## src/rtl/vga_sync_gen_if.sv

```systemverilog
// Pixel-timing bundle: sync strobes plus the current pixel coordinate
// seen by downstream drawing logic.
interface vga_sync_gen_if;
    logic       hsync;
    logic       vsync;
    logic       vga_on;
    logic [9:0] Pixel_X;
    logic [8:0] Pixel_Y;
    logic       pixel_tick;
    logic       frame_start;

    modport master (
        output hsync, vsync, vga_on, Pixel_X, Pixel_Y, pixel_tick, frame_start
    );
    modport slave (
        input  hsync, vsync, vga_on, Pixel_X, Pixel_Y, pixel_tick, frame_start
    );
endinterface

```

## src/rtl/vga_sync_gen.sv

```systemverilog
// VGA timing generator: a clock-enable divider paces horizontal/vertical
// counters, and every output is a registered decode of the counter values.
module vga_sync_gen #(
    parameter int unsigned CLK_DIV  = 2,
    parameter int unsigned H_ACTIVE = 640,
    parameter int unsigned H_FP     = 16,
    parameter int unsigned H_SYNC   = 96,
    parameter int unsigned H_BP     = 48,
    parameter int unsigned V_ACTIVE = 480,
    parameter int unsigned V_FP     = 10,
    parameter int unsigned V_SYNC   = 2,
    parameter int unsigned V_BP     = 33
) (
    input  logic           clk,
    input  logic           clr,
    input  logic           en,
    vga_sync_gen_if.master vga
);

    localparam int unsigned H_TOTAL = H_ACTIVE + H_FP + H_SYNC + H_BP;
    localparam int unsigned V_TOTAL = V_ACTIVE + V_FP + V_SYNC + V_BP;
    localparam int unsigned DIV_W   = (CLK_DIV > 1) ? $clog2(CLK_DIV) : 1;

    localparam logic [DIV_W-1:0] DIV_MAX  = DIV_W'(CLK_DIV - 1);
    localparam logic [9:0]       H_LAST   = 10'(H_TOTAL - 1);
    localparam logic [9:0]       V_LAST   = 10'(V_TOTAL - 1);
    localparam logic [9:0]       H_ACT    = 10'(H_ACTIVE);
    localparam logic [9:0]       V_ACT    = 10'(V_ACTIVE);
    localparam logic [9:0]       HS_START = 10'(H_ACTIVE + H_FP);
    localparam logic [9:0]       HS_END   = 10'(H_ACTIVE + H_FP + H_SYNC);
    localparam logic [9:0]       VS_START = 10'(V_ACTIVE + V_FP);
    localparam logic [9:0]       VS_END   = 10'(V_ACTIVE + V_FP + V_SYNC);

    logic [DIV_W-1:0] div_q, div_d;
    logic [9:0]       h_cnt_q, h_cnt_d;
    logic [9:0]       v_cnt_q, v_cnt_d;
    logic             hsync_q, hsync_d;
    logic             vsync_q, vsync_d;
    logic             vga_on_q, vga_on_d;
    logic [9:0]       pixel_x_q, pixel_x_d;
    logic [8:0]       pixel_y_q, pixel_y_d;
    logic             pixel_tick_q, pixel_tick_d;
    logic             frame_start_q, frame_start_d;
    logic             tick;
    logic             visible;

    // Next-state: divider, counters and decoded outputs of the pre-advance counters
    always_comb begin
        tick    = en && (div_q == DIV_MAX);
        visible = (h_cnt_q < H_ACT) && (v_cnt_q < V_ACT);

        div_d = div_q;
        if (en) begin
            div_d = (div_q == DIV_MAX) ? '0 : div_q + DIV_W'(1);
        end

        h_cnt_d = h_cnt_q;
        v_cnt_d = v_cnt_q;
        if (tick) begin
            if (h_cnt_q == H_LAST) begin
                h_cnt_d = '0;
                v_cnt_d = (v_cnt_q == V_LAST) ? '0 : v_cnt_q + 10'd1;
            end else begin
                h_cnt_d = h_cnt_q + 10'd1;
            end
        end

        hsync_d   = hsync_q;
        vsync_d   = vsync_q;
        vga_on_d  = vga_on_q;
        pixel_x_d = pixel_x_q;
        pixel_y_d = pixel_y_q;
        if (tick) begin
            hsync_d   = !((h_cnt_q >= HS_START) && (h_cnt_q < HS_END));
            vsync_d   = !((v_cnt_q >= VS_START) && (v_cnt_q < VS_END));
            vga_on_d  = visible;
            pixel_x_d = visible ? h_cnt_q : '0;
            pixel_y_d = visible ? v_cnt_q[8:0] : '0;
        end

        pixel_tick_d  = tick;
        frame_start_d = tick && (h_cnt_q == '0) && (v_cnt_q == '0);
    end

    // State and output registers with asynchronous active-low clear
    always_ff @(posedge clk or negedge clr) begin
        if (!clr) begin
            div_q         <= '0;
            h_cnt_q       <= '0;
            v_cnt_q       <= '0;
            hsync_q       <= 1'b1;
            vsync_q       <= 1'b1;
            vga_on_q      <= 1'b0;
            pixel_x_q     <= '0;
            pixel_y_q     <= '0;
            pixel_tick_q  <= 1'b0;
            frame_start_q <= 1'b0;
        end else begin
            div_q         <= div_d;
            h_cnt_q       <= h_cnt_d;
            v_cnt_q       <= v_cnt_d;
            hsync_q       <= hsync_d;
            vsync_q       <= vsync_d;
            vga_on_q      <= vga_on_d;
            pixel_x_q     <= pixel_x_d;
            pixel_y_q     <= pixel_y_d;
            pixel_tick_q  <= pixel_tick_d;
            frame_start_q <= frame_start_d;
        end
    end

    assign vga.hsync       = hsync_q;
    assign vga.vsync       = vsync_q;
    assign vga.vga_on      = vga_on_q;
    assign vga.Pixel_X     = pixel_x_q;
    assign vga.Pixel_Y     = pixel_y_q;
    assign vga.pixel_tick  = pixel_tick_q;
    assign vga.frame_start = frame_start_q;

endmodule
```

## src/flat_wrapper.sv

```systemverilog
// flat-port wrapper written by rule: the top's interface ports become plain ports
module vga_sync_gen_flat 
#(
    parameter int unsigned CLK_DIV  = 2,
    parameter int unsigned H_ACTIVE = 640,
    parameter int unsigned H_FP     = 16,
    parameter int unsigned H_SYNC   = 96,
    parameter int unsigned H_BP     = 48,
    parameter int unsigned V_ACTIVE = 480,
    parameter int unsigned V_FP     = 10,
    parameter int unsigned V_SYNC   = 2,
    parameter int unsigned V_BP     = 33
)
  (clk, clr, en, vga_hsync, vga_vsync, vga_vga_on, vga_Pixel_X, vga_Pixel_Y, vga_pixel_tick, vga_frame_start);
  vga_sync_gen_if vga_i ();
  input  logic clk;
  input  logic clr;
  input  logic en;
  output wire logic [$bits(vga_i.hsync)-1:0] vga_hsync;
  output wire logic [$bits(vga_i.vsync)-1:0] vga_vsync;
  output wire logic [$bits(vga_i.vga_on)-1:0] vga_vga_on;
  output wire logic [$bits(vga_i.Pixel_X)-1:0] vga_Pixel_X;
  output wire logic [$bits(vga_i.Pixel_Y)-1:0] vga_Pixel_Y;
  output wire logic [$bits(vga_i.pixel_tick)-1:0] vga_pixel_tick;
  output wire logic [$bits(vga_i.frame_start)-1:0] vga_frame_start;
  assign vga_hsync = vga_i.hsync;
  assign vga_vsync = vga_i.vsync;
  assign vga_vga_on = vga_i.vga_on;
  assign vga_Pixel_X = vga_i.Pixel_X;
  assign vga_Pixel_Y = vga_i.Pixel_Y;
  assign vga_pixel_tick = vga_i.pixel_tick;
  assign vga_frame_start = vga_i.frame_start;
  vga_sync_gen #(.CLK_DIV(CLK_DIV), .H_ACTIVE(H_ACTIVE), .H_FP(H_FP), .H_SYNC(H_SYNC), .H_BP(H_BP), .V_ACTIVE(V_ACTIVE), .V_FP(V_FP), .V_SYNC(V_SYNC), .V_BP(V_BP)) u_core (.clk(clk), .clr(clr), .en(en), .vga(vga_i));
endmodule
```

## config.mk

```make
export PLATFORM = sky130hd
export DESIGN_NAME = vga_sync_gen_flat
export DESIGN_NICKNAME = d
export VERILOG_FILES = /design/src/rtl/vga_sync_gen_if.sv /design/src/rtl/vga_sync_gen.sv /design/src/flat_wrapper.sv
export SDC_FILE = /design/constraint.sdc
export NUM_CORES = 1
export LEC_CHECK = 0
export ABC_AREA = 1
export CORE_ASPECT_RATIO = 0.8
export CORE_MARGIN = 2
export CORE_UTILIZATION = 39
export DETAILED_ROUTE_END_ITERATION = 8
export GPL_ROUTABILITY_DRIVEN = 0
export PLACE_DENSITY = 0.64
export SETUP_SLACK_MARGIN = 0.3
export SLEW_MARGIN = 20
export SYNTH_ARGS = -nofsm -noshare
export SYNTH_HDL_FRONTEND = slang
export SYNTH_SLANG_ARGS = --single-unit
export TNS_END_PERCENT = 20
```

## constraint.sdc

```tcl
create_clock -name clk -period 1.47 [get_ports clk]
set_input_delay 0.294 -clock clk [delete_from_list [all_inputs] [get_ports clk]]
set_output_delay 0.294 -clock clk [all_outputs]
set_load 0.01 [all_outputs]
```

== After elaboration in Yosys (flattened, before gate mapping) ==
Index checks and enable logic that the tools add are counted.

* Register bits after elaboration: 45
* Bits in latches: 0
* RAM bits: 0
* Bits in read-only memories: 0
* Bits of input ports: 3
* Output and inout bits: 24
* Word-level logic and storage cells: 37
* Memories: 0

* Add/sub/neg operators: 3
* $mul: 0
* Div/mod/pow operators: 0
* Order comparisons: 6
* Eq/ne operators: 2
* Shift-type cells: 0
* Mux-type cells: 5
* Bitwise logic cells: 0
* Reduce and logical (&&, ||, !) cells: 11

{| class="wikitable"
|+ Operator list
! operator !! number
|-
| 2-to-1 mux 10 bit || 3
|-
| adder 10 x 1 -> 10 bit (second input constant) || 2
|-
| equality test 10 bit (second input constant) || 2
|-
| zero test 10 bit || 2
|-
| less-than comparator 10 bit (second input constant) || 2
|-
| less-than comparator 10 x 9 -> 1 bit (second input constant) || 2
|-
| >= comparator 10 bit (second input constant) || 1
|-
| >= comparator 10 x 9 -> 1 bit (second input constant) || 1
|-
| 2-to-1 mux 9 bit || 1
|-
| logical AND 1 bit || 6
|-
| zero test 1 bit || 2
|-
| AND reduction 2 bit || 1
|-
| adder 1 bit (second input constant) || 1
|-
| 2-to-1 mux 1 bit || 1
|}

== Longest topological paths before layout ==
* Depth in word-level cells: 3
* Mapped depth: 9
* Gate-level depth less buffers: 9

== Worst setup path after synthesis ==
No wires, ideal clock.

* Kind: register -> register
* Start point: register u_core.v_cnt_q[0]
* End point: register u_core.v_cnt_q[6]
* Library setup time: 122 ps
* Arrival: 1150 ps
* Required time: 1348 ps
* Path slack: 197 ps
* Stages on the path, launching flop included: 7
* Buffers on the path: 0
* Period minus slack after synthesis: 1273 ps
* Cell sequence: dfrtp_1 -> ha_1 -> inv_1 -> nor2_1 -> nand3_1 -> nor3_1 -> nor2_1

* Cells in the longest elaborated chain, start to end: 2
* Elaborated cells between the ends (all ways): 3
* Those cells by class: add/sub: 1; eq/ne: 1; mux: 1

{| class="wikitable"
|+ RTL lines
! item !! line !! source
|-
| from (decl) || vga_sync_gen.sv:36 || <nowiki>logic [9:0] v_cnt_q, v_cnt_d;</nowiki>
|-
| from (signal assigned) || vga_sync_gen.sv:101 || <nowiki>v_cnt_q <= v_cnt_d;</nowiki>
|-
| adder 10 x 1 -> 10 bit or equality test 10 bit (tied branches) || vga_sync_gen.sv:62 || <nowiki>v_cnt_d = (v_cnt_q == V_LAST) ? '0 : v_cnt_q + 10'd1;</nowiki>
|-
| 2-to-1 mux 10 bit (*) || vga_sync_gen.sv:62 ||
|}

Every way passes the cells marked *; elsewhere a longest branch is shown, timed or not.
A chain may end at the register's enable or synchronous reset.

== Final worst setup path ==
* Start point: register u_core.h_cnt_q[1]
* End point: register u_core.v_cnt_q[7]

* Cells in the longest elaborated chain, start to end: 2

{| class="wikitable"
|+ RTL lines
! item !! line !! source
|-
| from (decl) || vga_sync_gen.sv:35 || <nowiki>logic [9:0] h_cnt_q, h_cnt_d;</nowiki>
|-
| from (signal assigned) || vga_sync_gen.sv:100 || <nowiki>h_cnt_q <= h_cnt_d;</nowiki>
|-
| equality test 10 bit || vga_sync_gen.sv:60 || <nowiki>if (h_cnt_q == H_LAST) begin</nowiki>
|-
| AND reduction 2 bit (no source line) || n/a ||
|}

Every way passes these cells.

==> flow_metrics.tcl <==
set metrics [dict create \
    fin_cells 409 \
    whs_ps 342 \
    cp_num_buf_inv 1 \
    core.rowCount 24 \
    startpoint_type "flop" \
    cts.sinks 45 \
    synth_ff_type "dfrtp_1" \
    critical_path.cell_chain "ha_2, inv_2, nor2_4, nand4_4, nor3_2, nor2_1" \
    crit_family "simple AND/OR/NAND/NOR gates" \
    numPortBuffers 26 \
    grt_max_degree 46 \
    slowest_stage "dfrtp_1" \
    start_util_pct 40.6 \
    overflow 0 \
    drv_cap 0 \
    fmax_mhz 720 \
    cts-root-buf "clkbuf_8" \
    synth.avg_cell_area_um2 8.68 \
    required_ps 1660 \
    synth_area_leaders "dfrtp_1, nand2_1, inv_1" \
    async_reset_ff_share_pct 100 \
    core_mm2 0.00550 \
    skew_ps 6.93 \
    io_pins 27 \
    crit_arrival_ps 1580 \
    ir_worst_vdd_uv 480 \
    post-route-util_pct 56.6 \
    hold_violations 0 \
    cp_slowest_stage_delay_ps 410 \
    synth_warnings 0 \
    antenna_left 0 \
    die-area_mm2 0.00634 \
    setup_slack_ps 80.6 \
    fill_cells 490 \
    synth_seq_cells 45 \
    hold_path.class "input pin to flop" \
    syn_area_mm2 0.00223 \
    netlist_instances 257 \
    grtUsageTotal_pct 18.2 \
    period_minus_slack_ps 1390 \
    power_density_mw_per_mm2 1230 \
    cp_max_fo 8 \
    num_vias 2057 \
    setup_viol_count_final 0 \
    fin_crit_sh_pct 94.5 \
    cts-htree-levels 2 \
    yosysTopAreaCellShare_pct 48.3 \
    relSlewSlack_pct 80.8 \
    synth.distinct_cells 31 \
    clock_path_buffers 2 \
    die_h_um 71.6 \
    layout-drive-gt1-share_pct 45.0 \
    syn_nets 264 \
    numCtsBuffers 5 \
    drv_slew 0 \
    leakage_nw 1.52 \
    worst_setup_path_end_kind "flop" \
    wl_um 5770 \
    yosysMostFrequentCell "nand2_1" \
    tightest_slew_ps 285 \
    path_clk_slew_ps 80 \
    dp_cells 377 \
    pre_cts_slack_ps -163 \
    clock_latency_ps 300 \
    area_growth_pct 39.5 \
    rsz0062_at_grt "true" \
    ys_seq_area_share_pct 50.6 \
    drtIter0Drc 117 \
    wire_per_inst_um 14.1 \
    cts_tree "yes" \
    antenna_found_initial 0 \
    status "complete, no violations" \
    drc 0 \
    drt-pass1-iter-count 4 \
    grt_pass1_wl_um 8840 \
    via_per_inst 5.03 \
    synth_top_cell_by_area "dfrtp_1" \
    fp.dieW_um 88.5 \
    place_hpwl_um 3680 \
    layout.nets 337 \
    grt_pass1_vias 1848 \
    ys_top_cells_by_count "nand2_1, dfrtp_1, inv_1" \
    synth_edf_count 0 \
    critPathKind "flop to flop" \
    antenna_cells 0 \
]
[kinds of logic after synthesis]
| group | after synthesis | share of synthesized area (%) |
|---|---|---|
| fa+ha+maj | 4 | 2.24 |
| simple gates | 137 | 29.8 |
| flops | 45 | 50.6 |
| buf+inv | 35 | 6.90 |
| compound gates | 33 | 9.26 |
| xor+xnor | 3 | 1.18 |
[report_power, final]
part	switching [W]	internal, W
logic	0.000789	0.000570
registers	0.000221	0.00149
clock network	0.000430	0.000335
[what timing repair did]
item                       4_1_cts  5_1_grt
gates resized for setup         64       92
hold buffers                     1        0
buffers inserted                 9       12
hold endpoints to repair        43        0
setup endpoints to repair       66       56
pin swaps                        3       33
gates cloned                     0        2
[metal layers]
layer  global-route usage [%]  up-vias  routed length [um]
met2                     25.2       56                2540
met1                     28.0      999                2830
met5                        0        -                   0
met4                     5.56        0                 113
met3                     4.38       13                 286
li1                         -      989                   -
[area by class of cell]
cell class | count | area (um2) | share of cell area [%]
sequential | 45 | 1140 | 36.6
multi-input combinational | 177 | 1080 | 34.8
timing repair buffer | 72 | 566 | 18.2
inverter | 29 | 139 | 4.47
tap | 78 | 97.6 | 3.14
clock buffer | 6 | 72.6 | 2.33
clock inverter | 2 | 15.0 | 0.483
[metrics by stage]
step | area (um2) | setup TNS (ps) | power, W
after CTS | 2840 | 0 | 0.00360
final | 3110 | 0 | 0.00383
after global routing | 3110 | 0 | 0.00408
after detailed placement | 2730 | -2180 | 0.00291
after global placement | 2730 | -1260 | 0.00290
after floorplan | 2230 | 0 | 0.00237
[registers in the layout, summed over array words and instances (netlist names)]
register,cells
u_core.vga.vsync,1
u_core.h_cnt_q,10
u_core.vga.frame_start,1
u_core.v_cnt_q,10
u_core.vga.Pixel_X,10
u_core.vga.pixel_tick,1
u_core.div_q,1
u_core.vga.vga_on,1
u_core.vga.Pixel_Y,9
u_core.vga.hsync,1
[cells in the final DEF (no fill, tap or decap), types with 10 or more instances in the layout]
cell type / n
dfrtp_1: 36
inv_1: 18
nand2_1: 55
buf_4: 39
buf_2: 12
clkbuf_2: 11
nor2_1: 18
nand4_1: 11
nand2_2: 10
nand3_1: 18
o21ai_2: 17
[final timing paths]
check | start | endpoint | slack, ps | cells after the start
setup / recovery | u_core.h_cnt_q[1]$_DFFE_PN0P_ | u_core.v_cnt_q[7]$_DFFE_PN0P_ | 80 | 6
hold / removal | en | u_core.div_q$_DFFE_PN0P_ | 340 | 3
setup reg to reg | u_core.h_cnt_q[1]$_DFFE_PN0P_ | u_core.v_cnt_q[7]$_DFFE_PN0P_ | 80 | 6
hold reg to reg | u_core.vga.Pixel_X[2]$_DFFE_PN0P_ | u_core.vga.Pixel_X[2]$_DFFE_PN0P_ | 480 | 2
max in group asynchronous | clr | u_core.vga.vsync$_DFFE_PN1P_ | 710 | 3
min in group asynchronous | clr | u_core.h_cnt_q[6]$_DFFE_PN0P_ | 470 | 3
[worst register-to-register path, stage by stage (launching register included)]
cell	delay, ps
dfrtp_1	410
ha_2	200
inv_2	60
nor2_4	130
nand4_4	200
nor3_2	230
nor2_1	60
(Power assumes the default switching activity.)
